`src/rtl/ps2_keyboard_rx_pkg.sv`:
```
// Shared types and scan-code constants for the PS/2 keyboard receiver.
package ps2_pkg;

    // Bit-level frame receiver states
    typedef enum logic [1:0] {
        IDLE   = 2'd0,
        DATA   = 2'd1,
        PARITY = 2'd2,
        STOP   = 2'd3
    } frame_state_t;

    // Scan-code set 2 prefix tracking states
    typedef enum logic [1:0] {
        NORMAL  = 2'd0,
        BRK     = 2'd1,
        EXT     = 2'd2,
        EXT_BRK = 2'd3
    } dec_state_t;

    localparam logic [7:0] SC_BREAK  = 8'hF0;
    localparam logic [7:0] SC_EXT    = 8'hE0;
    localparam logic [7:0] SC_LSHIFT = 8'h12;
    localparam logic [7:0] SC_RSHIFT = 8'h59;

    // Either shift key; both share one modifier flag
    function automatic logic is_shift_code(input logic [7:0] code);
        return (code == SC_LSHIFT) || (code == SC_RSHIFT);
    endfunction

endpackage

```
`src/rtl/ps2_scancode_lut.sv`:
```
// Scan-code set 2 make code to ASCII translation (letters, digits,
// space, enter, backspace). Purely combinational.
module ps2_scancode_lut (
    input  logic [7:0] scancode,
    input  logic       shift,
    output logic [7:0] ascii,
    output logic       mapped
);

    logic [7:0] lower;

    // Letters resolve to a lowercase code first so shift is applied in one place
    always_comb begin
        lower  = 8'h00;
        ascii  = 8'h00;
        mapped = 1'b0;
        case (scancode)
            8'h1C: lower = 8'h61; // a
            8'h32: lower = 8'h62; // b
            8'h21: lower = 8'h63; // c
            8'h23: lower = 8'h64; // d
            8'h24: lower = 8'h65; // e
            8'h2B: lower = 8'h66; // f
            8'h34: lower = 8'h67; // g
            8'h33: lower = 8'h68; // h
            8'h43: lower = 8'h69; // i
            8'h3B: lower = 8'h6A; // j
            8'h42: lower = 8'h6B; // k
            8'h4B: lower = 8'h6C; // l
            8'h3A: lower = 8'h6D; // m
            8'h31: lower = 8'h6E; // n
            8'h44: lower = 8'h6F; // o
            8'h4D: lower = 8'h70; // p
            8'h15: lower = 8'h71; // q
            8'h2D: lower = 8'h72; // r
            8'h1B: lower = 8'h73; // s
            8'h2C: lower = 8'h74; // t
            8'h3C: lower = 8'h75; // u
            8'h2A: lower = 8'h76; // v
            8'h1D: lower = 8'h77; // w
            8'h22: lower = 8'h78; // x
            8'h35: lower = 8'h79; // y
            8'h1A: lower = 8'h7A; // z
            8'h45: begin ascii = 8'h30; mapped = 1'b1; end
            8'h16: begin ascii = 8'h31; mapped = 1'b1; end
            8'h1E: begin ascii = 8'h32; mapped = 1'b1; end
            8'h26: begin ascii = 8'h33; mapped = 1'b1; end
            8'h25: begin ascii = 8'h34; mapped = 1'b1; end
            8'h2E: begin ascii = 8'h35; mapped = 1'b1; end
            8'h36: begin ascii = 8'h36; mapped = 1'b1; end
            8'h3D: begin ascii = 8'h37; mapped = 1'b1; end
            8'h3E: begin ascii = 8'h38; mapped = 1'b1; end
            8'h46: begin ascii = 8'h39; mapped = 1'b1; end
            8'h29: begin ascii = 8'h20; mapped = 1'b1; end // space
            8'h5A: begin ascii = 8'h0A; mapped = 1'b1; end // enter -> LF
            8'h66: begin ascii = 8'h08; mapped = 1'b1; end // backspace
            default: begin
                ascii  = 8'h00;
                mapped = 1'b0;
            end
        endcase
        if (lower != 8'h00) begin
            mapped = 1'b1;
            ascii  = shift ? (lower - 8'h20) : lower;
        end
    end

endmodule

```
`src/rtl/ps2_keyboard_rx.sv`:
```
// PS/2 keyboard receiver: synchronises the raw PS/2 lines, assembles
// 11-bit frames, decodes set-2 make/break/extended sequences, and queues
// the resulting ASCII codes in a first-word-fall-through FIFO.
module ps2_keyboard_rx
    import ps2_pkg::*;
#(
    parameter int FIFO_DEPTH     = 16,
    parameter int TIMEOUT_CYCLES = 50000
) (
    input  logic       CLOCK_50,
    input  logic       reset,
    input  logic       PS2_CLK,
    input  logic       PS2_DAT,
    input  logic       rd_en,
    output logic [7:0] rd_data,
    output logic       rd_empty,
    output logic       overflow,
    input  logic       ovf_clr,
    output logic       frame_err
);

    localparam int AW = $clog2(FIFO_DEPTH);
    localparam int TW = $clog2(TIMEOUT_CYCLES + 1);
    localparam logic [TW-1:0] TMO_LIMIT = TW'(TIMEOUT_CYCLES);

    // ------------------------------------------------------------------
    // Input synchronisers; [2] of the clock chain is the previous sample
    // ------------------------------------------------------------------
    logic [2:0] clk_sync_q;
    logic [1:0] dat_sync_q;
    logic       ps2_fall;
    logic       ps2_bit;

    // Two-flop synchronisers plus one history flop for edge detection;
    // preset high so reset release never looks like a falling edge
    always_ff @(posedge CLOCK_50 or negedge reset) begin
        if (!reset) begin
            clk_sync_q <= 3'b111;
            dat_sync_q <= 2'b11;
        end else begin
            clk_sync_q <= {clk_sync_q[1:0], PS2_CLK};
            dat_sync_q <= {dat_sync_q[0], PS2_DAT};
        end
    end

    assign ps2_fall = clk_sync_q[2] & ~clk_sync_q[1];
    assign ps2_bit  = dat_sync_q[1];

    // ------------------------------------------------------------------
    // Frame receiver
    // ------------------------------------------------------------------
    frame_state_t    fstate_q;
    logic [2:0]      bitcnt_q;
    logic [7:0]      shreg_q;
    logic            par_q;
    logic [TW-1:0]   tmo_q;
    logic            byte_valid_q;
    logic [7:0]      byte_q;
    logic            frame_err_q;

    // Start/data/parity/stop sequencing with an inactivity timeout that
    // silently abandons a partial frame
    always_ff @(posedge CLOCK_50 or negedge reset) begin
        if (!reset) begin
            fstate_q     <= IDLE;
            bitcnt_q     <= 3'd0;
            shreg_q      <= 8'h00;
            par_q        <= 1'b0;
            tmo_q        <= '0;
            byte_valid_q <= 1'b0;
            byte_q       <= 8'h00;
            frame_err_q  <= 1'b0;
        end else begin
            byte_valid_q <= 1'b0;
            frame_err_q  <= 1'b0;
            if (ps2_fall) begin
                tmo_q <= '0;
                case (fstate_q)
                    IDLE: begin
                        // A high start bit is line noise; ignore it
                        if (!ps2_bit) begin
                            fstate_q <= DATA;
                            bitcnt_q <= 3'd0;
                        end
                    end
                    DATA: begin
                        shreg_q  <= {ps2_bit, shreg_q[7:1]};
                        bitcnt_q <= bitcnt_q + 3'd1;
                        if (bitcnt_q == 3'd7) begin
                            fstate_q <= PARITY;
                        end
                    end
                    PARITY: begin
                        par_q    <= ps2_bit;
                        fstate_q <= STOP;
                    end
                    STOP: begin
                        fstate_q <= IDLE;
                        if (ps2_bit && (^{par_q, shreg_q})) begin
                            byte_valid_q <= 1'b1;
                            byte_q       <= shreg_q;
                        end else begin
                            frame_err_q  <= 1'b1;
                        end
                    end
                    default: fstate_q <= IDLE;
                endcase
            end else if (fstate_q != IDLE) begin
                if (tmo_q == TMO_LIMIT) begin
                    fstate_q <= IDLE;
                    tmo_q    <= '0;
                end else begin
                    tmo_q <= tmo_q + 1'b1;
                end
            end
        end
    end

    // ------------------------------------------------------------------
    // Scan-code decoder
    // ------------------------------------------------------------------
    dec_state_t dstate_q;
    logic       shift_q;
    logic       push_q;
    logic [7:0] push_data_q;
    logic [7:0] lut_ascii;
    logic       lut_mapped;

    ps2_scancode_lut u_lut (
        .scancode (byte_q),
        .shift    (shift_q),
        .ascii    (lut_ascii),
        .mapped   (lut_mapped)
    );

    // Prefix tracking and shift modifier; a mapped make code produces a
    // one-cycle push request on the following cycle
    always_ff @(posedge CLOCK_50 or negedge reset) begin
        if (!reset) begin
            dstate_q    <= NORMAL;
            shift_q     <= 1'b0;
            push_q      <= 1'b0;
            push_data_q <= 8'h00;
        end else begin
            push_q <= 1'b0;
            if (byte_valid_q) begin
                case (dstate_q)
                    NORMAL: begin
                        if (byte_q == SC_BREAK) begin
                            dstate_q <= BRK;
                        end else if (byte_q == SC_EXT) begin
                            dstate_q <= EXT;
                        end else if (is_shift_code(byte_q)) begin
                            shift_q <= 1'b1;
                        end else if (lut_mapped) begin
                            push_q      <= 1'b1;
                            push_data_q <= lut_ascii;
                        end
                    end
                    BRK: begin
                        if (is_shift_code(byte_q)) begin
                            shift_q <= 1'b0;
                        end
                        dstate_q <= NORMAL;
                    end
                    EXT: begin
                        // Extended keys never yield ASCII
                        dstate_q <= (byte_q == SC_BREAK) ? EXT_BRK : NORMAL;
                    end
                    EXT_BRK: dstate_q <= NORMAL;
                    default: dstate_q <= NORMAL;
                endcase
            end
        end
    end

    // ------------------------------------------------------------------
    // ASCII FIFO (extra pointer MSB distinguishes full from empty)
    // ------------------------------------------------------------------
    logic [7:0]  mem_q [FIFO_DEPTH];
    logic [AW:0] wptr_q, wptr_d;
    logic [AW:0] rptr_q, rptr_d;
    logic        overflow_q;
    logic        fifo_empty;
    logic        fifo_full;
    logic        do_pop;
    logic        do_push;
    logic        drop;

    assign fifo_empty = (wptr_q == rptr_q);
    assign fifo_full  = (wptr_q[AW] != rptr_q[AW]) &&
                        (wptr_q[AW-1:0] == rptr_q[AW-1:0]);
    // A pop frees a slot in the same cycle, so a push into a full FIFO
    // alongside a pop is accepted
    assign do_pop     = rd_en & ~fifo_empty;
    assign do_push    = push_q & (~fifo_full | do_pop);
    assign drop       = push_q & fifo_full & ~do_pop;

    // Pointer advance
    always_comb begin
        wptr_d = wptr_q;
        rptr_d = rptr_q;
        if (do_push) begin
            wptr_d = wptr_q + 1'b1;
        end
        if (do_pop) begin
            rptr_d = rptr_q + 1'b1;
        end
    end

    // Pointers and the sticky overflow flag (a drop beats a clear)
    always_ff @(posedge CLOCK_50 or negedge reset) begin
        if (!reset) begin
            wptr_q     <= '0;
            rptr_q     <= '0;
            overflow_q <= 1'b0;
        end else begin
            wptr_q <= wptr_d;
            rptr_q <= rptr_d;
            if (drop) begin
                overflow_q <= 1'b1;
            end else if (ovf_clr) begin
                overflow_q <= 1'b0;
            end
        end
    end

    // Storage; contents are don't-care while the pointers say empty
    always_ff @(posedge CLOCK_50) begin
        if (do_push) begin
            mem_q[wptr_q[AW-1:0]] <= push_data_q;
        end
    end

    assign rd_data   = fifo_empty ? 8'h00 : mem_q[rptr_q[AW-1:0]];
    assign rd_empty  = fifo_empty;
    assign overflow  = overflow_q;
    assign frame_err = frame_err_q;

endmodule
```
`config.mk`:
```
export PLATFORM = sky130hd
export DESIGN_NAME = ps2_keyboard_rx
export DESIGN_NICKNAME = d
export VERILOG_FILES = /design/src/rtl/ps2_keyboard_rx_pkg.sv /design/src/rtl/ps2_scancode_lut.sv /design/src/rtl/ps2_keyboard_rx.sv
export SDC_FILE = /design/constraint.sdc
export NUM_CORES = 1
export LEC_CHECK = 0
export ABC_AREA = 1
export BUFFER_PORTS_ARGS = -buffer_cell sky130_fd_sc_hd__buf_2
export CAP_MARGIN = 10
export CORE_ASPECT_RATIO = 0.5
export CORE_MARGIN = 2
export CORE_UTILIZATION = 53
export CTS_BUF_LIST = sky130_fd_sc_hd__clkbuf_4
export DETAILED_ROUTE_END_ITERATION = 7
export PLACE_DENSITY = 0.72
export SYNTH_ARGS = -nofsm -noshare
export SYNTH_HDL_FRONTEND = slang
export SYNTH_HIERARCHICAL = 1
export SYNTH_SLANG_ARGS = --single-unit
```
`constraint.sdc`:
```
create_clock -name CLOCK_50 -period 2.15 [get_ports CLOCK_50]
set_clock_uncertainty 0.15 [all_clocks]
set_input_delay 0.215 -clock CLOCK_50 [delete_from_list [all_inputs] [get_ports CLOCK_50]]
set_output_delay 0.215 -clock CLOCK_50 [all_outputs]
set_load 0.005 [all_outputs]
```
* Word-level counts from Yosys, hierarchy flattened
Memories as Yosys holds them, arrays and structs flattened.
Index checks and enable logic that the tools add are counted.
** Cells by class
- Add/subtract/negate cells :: 5
- Multipliers :: 0
- Divide/modulo/power cells :: 0
- Magnitude comparators :: 0
- Equal/unequal tests :: 62
- Shifts and indexed selects :: 0
- Multiplexer cells :: 43
- Bitwise gates (word level) :: 13
- Reductions and logical operators :: 23
** Operators by type and width (count)
- == test 8 x 6 -> 1 bit (second input constant) :: 23
- one-hot mux 7 bit (26 select lines) :: 1
- == test 8 x 7 -> 1 bit (second input constant) :: 10
- one-hot mux 6 bit (13 select lines) :: 1
- == test 8 x 5 -> 1 bit (second input constant) :: 8
- two-way mux 16 bit :: 3
- two-way mux 8 bit :: 3
- two-way mux 1 bit :: 22
- adder 16 x 1 -> 16 bit (second input constant) :: 1
- == test 16 bit (second input constant) :: 1
- == test 8 bit (second input constant) :: 2
- two-way mux 2 bit :: 8
- OR reduction 13 bit :: 1
- AND reduction 6 bit :: 2
- nonzero test 2 bit :: 6
- adder 5 x 1 -> 5 bit (second input constant) :: 2
- != test 2 bit (second input constant) :: 5
- != test 3 bit (second input constant) :: 3
- parity 9 bit :: 1
- == test 2 bit (second input constant) :: 4
- one-hot mux 2 bit (4 select lines) :: 1
- nonzero test 8 bit :: 1
- subtractor 7 x 6 -> 8 bit (second input constant) :: 1
- NOT 1 bit :: 7
- other kinds (19) :: 29
** Word-level totals
- Flip-flop bits (word level) :: 68
- Bits in latches :: 0
- RAM bits :: 128
- Bits in read-only memories :: 0
- Output and inout bits :: 11
- Memories :: 1
** Memories
- mem_q :: words 16, width 8, read ports 1, clocked after memory_dff 0, wr ports 1, RTL line ps2_keyboard_rx.sv:180 : logic [7:0] mem_q [FIFO_DEPTH];

* Longest topological paths before layout
Gate-level depths: netlist (run 1).
- Word-level depth :: 10
- Depth in mapped cells :: 17
- Depth with buffers taken out :: 16

* Modules after synthesis
The synthesis (run 1) kept the hierarchy.
** Modules (own cells, without submodules)
- ps2_keyboard_rx :: times used 1, cells each 836, area an instance 8592.0 um2, sequential area each 5551.6 um2
- ps2_scancode_lut :: times used 1, cells each 166, area an instance 734.5 um2, sequential area each 0.0 um2

* Worst setup path after synthesis (run 1)
No wires, ideal clock.
- Kind :: register to register
- From :: reg byte_q[1]
- To :: reg push_data_q[0]
- Library setup time :: 0.118 ns
- Arrival :: 1.794 ns
- Required time :: 1.882 ns
- Path slack :: 0.088 ns
- Cell stages (with the launch flop) :: 17
- Path buffers :: 0
- Period minus slack after synthesis :: 2.062 ns
- Path through :: dfrtp_1 inv_1 nand2_1 nor2_1 nand2_1 nand2_1 nor2_1 nand2_1 nor2_1 nand2_1 inv_2 nand2_1 nand2_1 nor2_4 nand2_2 nand2_1 nand2_1
** Between the ends
- Longest elaborated chain between the ends :: 5
- Elaborated cells between the ends (all ways) :: 57
** Ends and longest elaborated chain
- from (decl) :: RTL line ps2_keyboard_rx.sv:58 : logic [7:0] byte_q;
- from (signal assigned) :: RTL line ps2_keyboard_rx.sv:101 : byte_q <= shreg_q;
- == test 8 x 5 -> 1 bit, or another cell as far along :: RTL line ps2_scancode_lut.sv:17 : case (scancode)
- one-hot mux 7 bit (26 select lines) / OR reduction 13 bit (equally long branches)
- nonzero test 8 bit / two-way mux 1 bit (equally long branches) :: RTL line ps2_scancode_lut.sv:62, ps2_scancode_lut.sv:17
- two-way mux 1 bit * :: RTL line ps2_scancode_lut.sv:62 : if (lower != 8'h00) begin
- via lut_mapped :: RTL line ps2_keyboard_rx.sv:127 : logic lut_mapped;
- AND reduction 6 bit (no source line) *
- to (signal assigned) :: RTL line ps2_keyboard_rx.sv:157 : push_data_q <= lut_ascii;
- to (decl) :: RTL line ps2_keyboard_rx.sv:125 : logic [7:0] push_data_q;
The timed path passes the listed nets; every way through them passes the cells marked *.
A chain may end at the register's enable or synchronous reset.

* Worst setup path after layout (run 1)
- From :: reg rptr_q[0]
- To :: out rd_data[2]
** Between the ends
- Longest elaborated chain between the ends :: 2
- Elaborated cells between the ends (all ways) :: 3
** Ends and longest elaborated chain
- from (decl) :: RTL line ps2_keyboard_rx.sv:182 : logic [AW:0] rptr_q, rptr_d;
- from (signal assigned) :: RTL line ps2_keyboard_rx.sv:219 : rptr_q <= rptr_d;
- memory read (16 x 8 bit) / == test 5 bit (equally long branches)
- two-way mux 8 bit * :: RTL line ps2_keyboard_rx.sv:235 : assign rd_data = fifo_empty ? 8'h00 : mem_q[rptr_q[AW-1:0]];
- to (decl) :: RTL line ps2_keyboard_rx.sv:15 : output logic [7:0] rd_data,
Every way passes the cells marked *; elsewhere a longest branch is shown, timed or not.

==> flow_metrics.env, run 1 <==
export IMPL_antenna_left=0
export IMPL_muxShareOfSynthArea=0
export IMPL_layout_setup_ws_ns=-0.5722
export IMPL_cts_sinks=196
export IMPL_synth_top_family_by_area="simple AND/OR/NAND/NOR gates"
export IMPL_boundaryPins=17
export IMPL_htreeDepth=4
export IMPL_drt_iter0_markers=598
export IMPL_syn_num_nets=1023
export IMPL_cts_root_buf="clkbuf_4"
export IMPL_finalHoldViolCount=0
export IMPL_cts_buffers=17
export IMPL_cp_num_buf_inv=5
export IMPL_ys_seq_elements=196
export IMPL_crit_fanout=9
export IMPL_tightest_slew_ns=0.8186
export IMPL_crit_path_top_delay_cell="dfrtp_2"
export IMPL_cts_buffer_depth=2
export IMPL_finalSetupTns_ns=-4.514
export IMPL_min_path_type="in -> async"
export IMPL_utilization=0.6473
export IMPL_cp_common_cell="buf_12"
export IMPL_synth_edff_count=128
export IMPL_synth_simple_area_share=0.2324
export IMPL_vias=7439
export IMPL_dr_pass1_iters=5
export IMPL_synthCells=1002
export IMPL_insertion_delay_ns=0.59
export IMPL_yosys_warnings=6
export IMPL_leakagePower_nw=4.930
export IMPL_required_ns=1.78
export IMPL_die_h_um=97.80
export IMPL_async_flop_share=0.3469
export IMPL_power_internal_mw=6.362
export IMPL_avgSynthCellArea_um2=9.308
export IMPL_grt_pass1_wl_um=35560
export IMPL_diodes=0
export IMPL_syn_area_um2=9326
export IMPL_period_share=1.266
export IMPL_totalWireLength_um=22630
export IMPL_start_kind="register"
export IMPL_crit_family="buffers and inverters"
export IMPL_cap_violations=0
export IMPL_die_w_um=191.6
export IMPL_hpwlAfterDp_um=14130
export IMPL_rsz0062_at_grt="yes"
export IMPL_numPortBuffers=16
export IMPL_ys_types=34
export IMPL_r2r_slack_ns=-0.06
export IMPL_rows=34
export IMPL_via_per_inst=5.502
export IMPL_peakVddDrop_mv=0.5010
export IMPL_max_slew_margin=0.4524
export IMPL_grt_usage=0.2478
export IMPL_final_max_slew_viol_count=0
export IMPL_dieArea_um2=18740
export IMPL_fin_area_um2=11210
export IMPL_grt_max_degree=68
export IMPL_p_switching_mw=3.835
export IMPL_powerDensity_nw_per_um2=909.7
export IMPL_tritoncts="built"
export IMPL_p_seq_frac=0.418
export IMPL_drive_gt1_frac=0.2343
export IMPL_overflow=0
export IMPL_synthFlopType="edfxtp_1"
export IMPL_fmax_ghz=0.3674
export IMPL_layout_nets=1126
export IMPL_yosysSeqAreaShare=0.5953
export IMPL_combinationalPowerShare=0.390
export IMPL_slowest_delay_ns=0.45
export IMPL_hold_ws_ns=0.03022
export IMPL_violations="negative setup slack"
export IMPL_synth_compound_area_frac=0.08747
export IMPL_synth_xor_area_share=0.01315
export IMPL_endpoint_kind="primary output"
export IMPL_crit_type="reg -> out"
export IMPL_swShare=0.3761
export IMPL_period_needed_ns=2.722
export IMPL_antenna_found_initial=0
export IMPL_clkTransAtPathRegs_ns=0.16
export IMPL_post_synth_fa_ha_maj_area_fraction=0.02012
export IMPL_grt_pass1_vias=7173
export IMPL_core_um2=17310
export IMPL_setup_viol=29
export IMPL_crit_arrival_ns=2.36
export IMPL_place_gp_congestion=0.8616
export IMPL_placed_cell_area_um2=10020
export IMPL_routedWlPerCell_um=16.74
export IMPL_start_util=0.5387
export IMPL_path_cells="buf_8 > clkinvlp_4 > buf_12 > buf_12 > nor2_2 > o211ai_1 > nand3_1 > a31oi_1 > buf_2"
export IMPL_status="finished, violations left"
export IMPL_drc=0
export IMPL_syn2layout_area_growth_pct=20.18
export IMPL_clkPwrFrac=0.191
-- state kept, by name (all words and copies together) (netlist names), 2 cells and up --
name / cells
mem_q: 128
tmo_q: 16
byte_q: 8
push_data_q: 8
shreg_q: 8
rptr_q: 5
wptr_q: 5
bitcnt_q: 3
clk_sync_q: 3
dat_sync_q: 2
dstate_q: 2
fstate_q: 2
-- per-stage QoR --
step	power [mW]	instances	setup WS [ns]
6_report	10.20	1352	-0.5722
2_1_floorplan	6.539	1002	0.08842
4_1_cts	9.942	1329	-0.5368
5_1_grt	10.81	1352	-0.6834
3_3_place_gp	7.448	1283	-0.06863
3_5_place_dp	7.532	1283	-0.1509
-- metal layers --
metal	GRT usage	share of wire
met1	0.3280	0.42
met2	0.4074	0.48
met3	0.05032	0.079
met4	0.09408	0.026
met5	0	0
-- final timing paths --
kind,startpoint,to,cells after the start
max,rptr_q[0]$_DFFE_PN0P_,rd_data[2],9
min,reset,tmo_q[15]$_DFFE_PN0N_,3
max reg2reg,byte_q[1]$_DFFE_PN0P_,push_data_q[7]$_DFFE_PN0P_,17
min reg2reg,clk_sync_q[0]$_DFF_PN1_,clk_sync_q[1]$_DFF_PN1_,0
max in group asynchronous,reset,byte_q[5]$_DFFE_PN0P_,3
min in group CLOCK_50,PS2_CLK,clk_sync_q[0]$_DFF_PN1_,2
-- power groups by stage --
stage	sequential [mW]	combinational (mW)	clock (mW)
3_3_place_gp	4.33	3.12	0
5_1_grt	4.29	4.39	2.13
2_1_floorplan	4.32	2.21	0
3_5_place_dp	4.34	3.19	0
4_1_cts	4.27	3.70	1.97
6_report	4.27	3.98	1.95
-- timing repair --
| action | CTS | global route |
|---|---|---|
| pin swaps | 15 | 37 |
| endpoints found under the hold margin | 78 | 0 |
| cloned | 4 | 3 |
| setup buffers | 4 | 20 |
| gates resized for setup | 71 | 113 |
| hold buffers | 6 | 0 |
| setup endpoints to repair | 107 | 144 |
-- layout by cell type, fill, tap and decap left out, types with 16 or more instances in the layout --
cell type  instances
o211ai_1          16
edfxtp_1         128
nand3_1           38
dfrtp_1           57
buf_2             16
buf_4             66
nand2_2           27
nand2_1          197
o21ai_0           74
clkbuf_4          17
nor2_4            29
o21ai_1           32
nor2_1           150
inv_1             71
nand4_1           17
-- worst min-delay path, stage by stage --
cell and delay (ns):
dlygate4sd3_1 0.52, buf_2 0.21, buf_12 0.20
-- kinds of logic (layout without fill, tap and decap cells) --
logic type	after synthesis	after routing
AO/OA/AOI/OAI	153	153
XOR/XNOR	14	14
adder cells (fa/ha/maj)	15	15
buffers and inverters	111	226
flip-flops	196	196
AND/OR/NAND/NOR	513	514
-- synthesized netlist by cell type (3+ instances only) --
cell type / number / area, µm²
nor2_1: 185 / 694.4
nor2_4: 3 / 33.78
o21ai_0: 108 / 540.5
nor2_2: 6 / 37.54
dfstp_2: 5 / 131.4
clkbuf_1: 6 / 22.52
nand3_1: 48 / 240.2
nor3_1: 14 / 70.07
nand2_1: 222 / 833.3
nand2_2: 7 / 43.79
a31oi_1: 6 / 37.54
o211ai_1: 16 / 120.1
buf_2: 13 / 65.06
nand2_4: 3 / 33.78
nand3_2: 3 / 30.03
ha_1: 15 / 187.7
a21oi_1: 18 / 90.09
nand4_1: 17 / 106.4
edfxtp_1: 128 / 3844
buf_6: 4 / 45.04
inv_1: 79 / 296.5
o21ai_1: 4 / 20.02
dfrtp_1: 63 / 1577
xnor2_1: 5 / 43.79
buf_4: 5 / 37.54
xor2_1: 9 / 78.83
-- cell type report --
cell class | instances | area (µm²)
clock inverter | 15 | 148.9
sequential | 196 | 5559
clock buffer | 17 | 127.6
multi-input combinational | 696 | 3722
timing repair buffer | 111 | 1037
tap | 234 | 292.8
fill | 1359 | 6106
inverter | 83 | 320.3
No activity file was read; power rests on OpenSTA's default activity.
==> inputs of run 2 (changes only) <==
--- a/config.mk
+++ b/config.mk
@@ -6,7 +6,7 @@
 export NUM_CORES = 1
 export LEC_CHECK = 0
 export ABC_AREA = 1
-export BUFFER_PORTS_ARGS = -buffer_cell sky130_fd_sc_hd__buf_2
+export BUFFER_PORTS_ARGS = -buffer_cell sky130_fd_sc_hd__clkbuf_2
 export CAP_MARGIN = 10
 export CORE_ASPECT_RATIO = 0.5
 export CORE_MARGIN = 2
==> flow_metrics.env, run 2 (synthesis results as in run 1) <==
export IMPL_status="finished, violations left"
export IMPL_violations="negative setup slack"
export IMPL_dp_cells=1279
export IMPL_drc=0
export IMPL_final_common_cell="nand2_1"
export IMPL_final_cell_mix="nand2_1, nor2_1, edfxtp_1, o21ai_0"
export IMPL_powerDensity_nw_per_um2=899.8
export IMPL_htreeDepth=4
export IMPL_boundaryPins=17
export IMPL_cts_buffers=17
export IMPL_grt_max_degree=63
export IMPL_required_ns=1.78
export IMPL_fin_area_um2=11660
export IMPL_crit_arrival_ns=2.39
export IMPL_placed_cell_area_um2=10010
export IMPL_period_share=1.280
export IMPL_die_h_um=97.80
export IMPL_path_cells="buf_6 > clkinvlp_4 > buf_12 > o21ai_0 > o211ai_1 > nand3_1 > a31oi_1 > buf_2"
export IMPL_largest_reg_flops=128
export IMPL_tritoncts="built"
export IMPL_insertion_delay_ns=0.59
export IMPL_peakVddDrop_mv=0.5955
export IMPL_crit_family="buffers and inverters"
export IMPL_fillCellCount=1250
export IMPL_finalHoldViolCount=0
export IMPL_place_gp_congestion=0.8508
export IMPL_rows=34
export IMPL_drt_iter0_markers=668
export IMPL_crit_type="reg -> out"
export IMPL_syn2layout_area_growth_pct=25.02
export IMPL_start_util=0.5387
export IMPL_cts_buffer_depth=2
export IMPL_final_max_slew_viol_count=0
export IMPL_grt_usage=0.2554
export IMPL_crit_path_top_delay_cell="dfrtp_2"
export IMPL_cts_root_buf="clkbuf_4"
export IMPL_dr_pass1_iters=5
export IMPL_endpoint_kind="primary output"
export IMPL_power_total_mw=10.49
export IMPL_cts_sinks=196
export IMPL_dieArea_um2=18740
export IMPL_setup_viol=41
export IMPL_crit_fanout=15
export IMPL_fmax_ghz=0.3634
export IMPL_slowest_delay_ns=0.41
export IMPL_vias=7532
export IMPL_numPortBuffers=16
export IMPL_via_per_inst=5.474
export IMPL_hpwlAfterDp_um=13980
export IMPL_antenna_left=0
export IMPL_cp_num_buf_inv=4
export IMPL_leakagePower_nw=5.129
export IMPL_min_path_type="in -> async"
export IMPL_routedWlPerCell_um=17.38
export IMPL_die_w_um=191.6
export IMPL_layout_nets=1151
export IMPL_totalWireLength_um=23920
export IMPL_utilization=0.6734
export IMPL_max_slew_margin=0.4443
export IMPL_period_needed_ns=2.752
export IMPL_instances_no_fill=1376
export IMPL_drive_gt1_frac=0.2636
export IMPL_tightest_slew_ns=0.8307
export IMPL_layout_setup_ws_ns=-0.6020
export IMPL_start_kind="register"
export IMPL_clkTransAtPathRegs_ns=0.18
export IMPL_grt_pass1_vias=7212
export IMPL_core_um2=17310
export IMPL_overflow=0
export IMPL_diodes=0
export IMPL_grt_pass1_wl_um=36790
export IMPL_rsz0062_at_grt="yes"
export IMPL_antenna_found_initial=0
export IMPL_cap_violations=0
==> run 2: cell count changes in the layout (fill, tap and decap cells not counted), sizes merged <==
cell / previous run / this run
buf: 104 / 117
clkbuf: 18 / 30
clkinv: 8 / 6
inv: 85 / 87
bufinv: 1 / 0
clkinvlp: 4 / 3
nand2: 233 / 234
==> run 2: final timing paths <==
kind	endpoint	depth (start not counted)	slack [ns]	start
max	rd_data[0]	8	-0.60	rptr_q[0]$_DFFE_PN0P_
max in group asynchronous	byte_q[0]$_DFFE_PN0P_	3	0.49	reset
min	byte_q[2]$_DFFE_PN0P_	3	0.04	reset
min reg2reg	clk_sync_q[1]$_DFF_PN1_	0	0.22	clk_sync_q[0]$_DFF_PN1_
max reg2reg	push_data_q[7]$_DFFE_PN0P_	14	-0.13	byte_q[5]$_DFFE_PN0P_
min in group CLOCK_50	clk_sync_q[0]$_DFF_PN1_	2	0.11	PS2_CLK
==> run 2: stage by stage <==
stage	worst slack (ns)	hold WS (ns)	TNS, ns
detailed placement	-0.2085	0.06005	-6.266
CTS	-0.5971	0.006909	-7.795
global route	-0.7414	0.02105	-16.65
global placement	-0.1536	0.05749	-1.676
finish	-0.6020	0.03860	-6.961
floorplan	0.08842	-0.2306	0
==> run 2: what timing repair did <==
item | in CTS | in global routing
pin swaps | 41 | 56
buffers inserted | 24 | 27
hold buffers | 6 | 0
cloned | 7 | 3
endpoints found under the setup margin | 146 | 151
resized for setup | 119 | 101
endpoints found under the hold margin | 77 | 0
==> run 2: tightest hold or removal path, cell delays in order <==
cell	delay, ns
dlygate4sd3_1	0.52
buf_2	0.21
buf_4	0.22
==> run 2: where the power goes <==
group | switching (mW) | total, mW | internal [mW]
Clock | 1.38 | 1.89 | 0.508
Sequential | 0.133 | 4.27 | 4.13
Combinational | 2.47 | 4.34 | 1.87
Total | 3.98 | 10.5 | 6.51
==> run 2: metal layers <==
layer  up-vias  part of all wire  global-route usage
li1       3615                 -                   -
met1      3582              0.41              0.3411
met2       286              0.49              0.4246
met3        49             0.068             0.04134
met4         0             0.027             0.09645
met5         -                 0                   0
==> run 2: cell type report <==
cell class,instances,area [µm²],share of cell area
Clock buffer,18,135.1,0.01159
Clock inverter,13,118.9,0.01019
Inverter,83,332.8,0.02854
Multi-Input combinational cell,697,3789,0.3249
Sequential cell,196,5562,0.4770
Tap cell,234,292.8,0.02511
Timing Repair Buffer,135,1430,0.1227
==> inputs of run 3 (changes only) <==
--- a/config.mk
+++ b/config.mk
@@ -13,7 +13,7 @@
 export CORE_UTILIZATION = 53
 export CTS_BUF_LIST = sky130_fd_sc_hd__clkbuf_4
 export DETAILED_ROUTE_END_ITERATION = 7
-export PLACE_DENSITY = 0.72
+export PLACE_DENSITY = 0.71
 export SYNTH_ARGS = -nofsm -noshare
 export SYNTH_HDL_FRONTEND = slang
 export SYNTH_HIERARCHICAL = 1
==> constraint.sdc (replaced) <==
create_clock -name CLOCK_50 -period 2.15 [get_ports CLOCK_50]
set_clock_uncertainty 0.15 [all_clocks]
set_input_delay 0.215 -clock CLOCK_50 [delete_from_list [all_inputs] [get_ports CLOCK_50]]
set_output_delay 0.215 -clock CLOCK_50 [all_outputs]
set_load 0.1 [all_outputs]
==> flow_metrics.env, run 3 (synthesis results as in run 1) <==
export IMPL_boundaryPins=17
export IMPL_layout_setup_ws_ns=-0.7093
export IMPL_hold_ws_ns=0.03735
export IMPL_slowest_delay_ns=0.45
export IMPL_fmax_ghz=0.3497
export IMPL_path_cells="buf_6 > clkinvlp_4 > buf_12 > buf_16 > nor2_1 > o211ai_1 > nand3_2 > a31oi_4 > buf_12"
export IMPL_clkPwrFrac=0.160
export IMPL_place_gp_congestion=0.8937
export IMPL_cts_sinks=196
export IMPL_dr_pass1_iters=5
export IMPL_max_slew_margin=0.4652
export IMPL_cap_violations=0
export IMPL_drt_iter0_markers=804
export IMPL_finalSetupTns_ns=-6.093
export IMPL_min_path_type="in -> async"
export IMPL_crit_path_top_delay_cell="dfrtp_2"
export IMPL_grt_pass1_wl_um=35850
export IMPL_overflow=0
export IMPL_required_ns=1.78
export IMPL_powerDensity_nw_per_um2=1063
export IMPL_grt_usage=0.2481
export IMPL_htreeDepth=4
export IMPL_vias=7533
export IMPL_utilization=0.6734
export IMPL_diodes=0
export IMPL_cp_num_buf_inv=5
export IMPL_tritoncts="built"
export IMPL_grt_max_degree=52
export IMPL_rows=34
export IMPL_clkTransAtPathRegs_ns=0.18
export IMPL_layout_nets=1139
export IMPL_drc=0
export IMPL_antenna_left=0
export IMPL_die_w_um=191.6
export IMPL_pre_cts_ws_ns=-0.1574
export IMPL_fin_area_um2=11660
export IMPL_grt_pass1_vias=7064
export IMPL_drive_gt1_frac=0.2661
export IMPL_routedWlPerCell_um=17.47
export IMPL_peakVddDrop_mv=2.602
export IMPL_period_share=1.330
export IMPL_cts_root_buf="clkbuf_4"
export IMPL_start_util=0.5387
export IMPL_leakagePower_nw=5.152
export IMPL_antenna_found_initial=0
export IMPL_finalHoldViolCount=0
export IMPL_final_max_slew_viol_count=0
export IMPL_cp_common_cell="buf_12"
export IMPL_crit_fanout=12
export IMPL_cts_buffer_depth=2
export IMPL_status="finished, violations left"
export IMPL_totalWireLength_um=23840
export IMPL_final_common_cell="nand2_1"
export IMPL_hpwlAfterDp_um=14100
export IMPL_p_switching_mw=5.297
export IMPL_die_h_um=97.80
export IMPL_core_um2=17310
export IMPL_placed_cell_area_um2=10220
export IMPL_period_needed_ns=2.859
export IMPL_crit_type="reg -> out"
export IMPL_combinationalPowerShare=0.496
export IMPL_setup_viol=18
export IMPL_via_per_inst=5.519
export IMPL_swShare=0.4275
export IMPL_dieArea_um2=18740
export IMPL_crit_arrival_ns=2.49
export IMPL_endpoint_kind="primary output"
export IMPL_p_seq_frac=0.344
export IMPL_final_cell_mix="nand2_1, nor2_1, edfxtp_1, o21ai_0, buf_4"
export IMPL_numPortBuffers=16
export IMPL_start_kind="register"
export IMPL_cts_buffers=17
export IMPL_power_internal_mw=7.093
export IMPL_tightest_slew_ns=0.8022
export IMPL_syn2layout_area_growth_pct=25.02
export IMPL_rsz0062_at_grt="yes"
export IMPL_insertion_delay_ns=0.58
export IMPL_crit_family="buffers and inverters"
export IMPL_violations="negative setup slack"
export IMPL_largest_reg_flops=128
[run 3: cell count changes in the layout (fill, tap and decap cells not counted), moves of 4 or more]
cell      delta
inv_1        -4
a31oi_1      -5
nand2_1      -7
buf_6        -4
inv_2        +7
nand2_2      +4
a31oi_4      +5
buf_8        +4
buf_2        -5
clkbuf_2     -4
o21ai_0     +10
o21ai_1      -9
[run 3: power by group through the flow]
| stage | sequential (mW) | combinational (mW) | clock (mW) |
|---|---|---|---|
| after global placement | 4.33 | 5.17 | 0 |
| after CTS | 4.26 | 5.73 | 2.00 |
| after global routing | 4.29 | 6.53 | 2.17 |
| after floorplan | 4.33 | 3.64 | 0 |
| after detailed placement | 4.34 | 5.27 | 0 |
| final | 4.27 | 6.15 | 1.98 |
[run 3: per-layer routing]
metal	global-route usage	wire length [µm]	vias up
met5	0	0	-
met4	0.07219	425	0
met3	0.04996	1773	48
met2	0.4052	11790	301
met1	0.3403	9855	3594
li1	-	-	3590
[run 3: final timing paths]
path | start | end | slack, ns | cells past startpoint
setup / recovery | rptr_q[0]$_DFFE_PN0P_ | rd_data[4] | -0.71 | 9
hold / removal | reset | wptr_q[0]$_DFFE_PN0P_ | 0.04 | 2
setup reg to reg | byte_q[6]$_DFFE_PN0P_ | push_data_q[3]$_DFFE_PN0P_ | -0.14 | 18
hold reg to reg | dat_sync_q[0]$_DFF_PN1_ | dat_sync_q[1]$_DFF_PN1_ | 0.22 | 0
max in group asynchronous | reset | dat_sync_q[1]$_DFF_PN1_ | 1.15 | 3
min in group CLOCK_50 | PS2_DAT | dat_sync_q[0]$_DFF_PN1_ | 0.11 | 2
[run 3: per-stage QoR]
step | cells | power [mW]
after floorplan | 1002 | 7.970
after global placement | 1276 | 9.508
after global routing | 1365 | 12.99
after CTS | 1328 | 11.99
after detailed placement | 1276 | 9.612
final | 1365 | 12.39
[run 3: area by class of cell]
cell class                 instances  area (µm²)
fill                            1259        5654
timing repair buffer             124        1315
clock buffer                      18       135.1
multi-input combinational        695        3861
inverter                          83       330.3
timing repair inverter             1       16.27
clock inverter                    14       148.9
tap                              234       292.8
sequential                       196        5560
[run 3: worst register-to-register path, delay by kind of cell (launching register included)]
family	cells	cell delay (ns)
and+or+nand+nor	14	1.14
buffers and inverters	4	0.47
DFF	1	0.44
[run 3: repair_timing]
item,CTS,global route
hold endpoints to repair,78,0
gates cloned,4,3
pin swaps,21,54
setup endpoints to repair,107,142
setup buffers,11,35
gates resized for setup,86,121
hold buffers,5,0
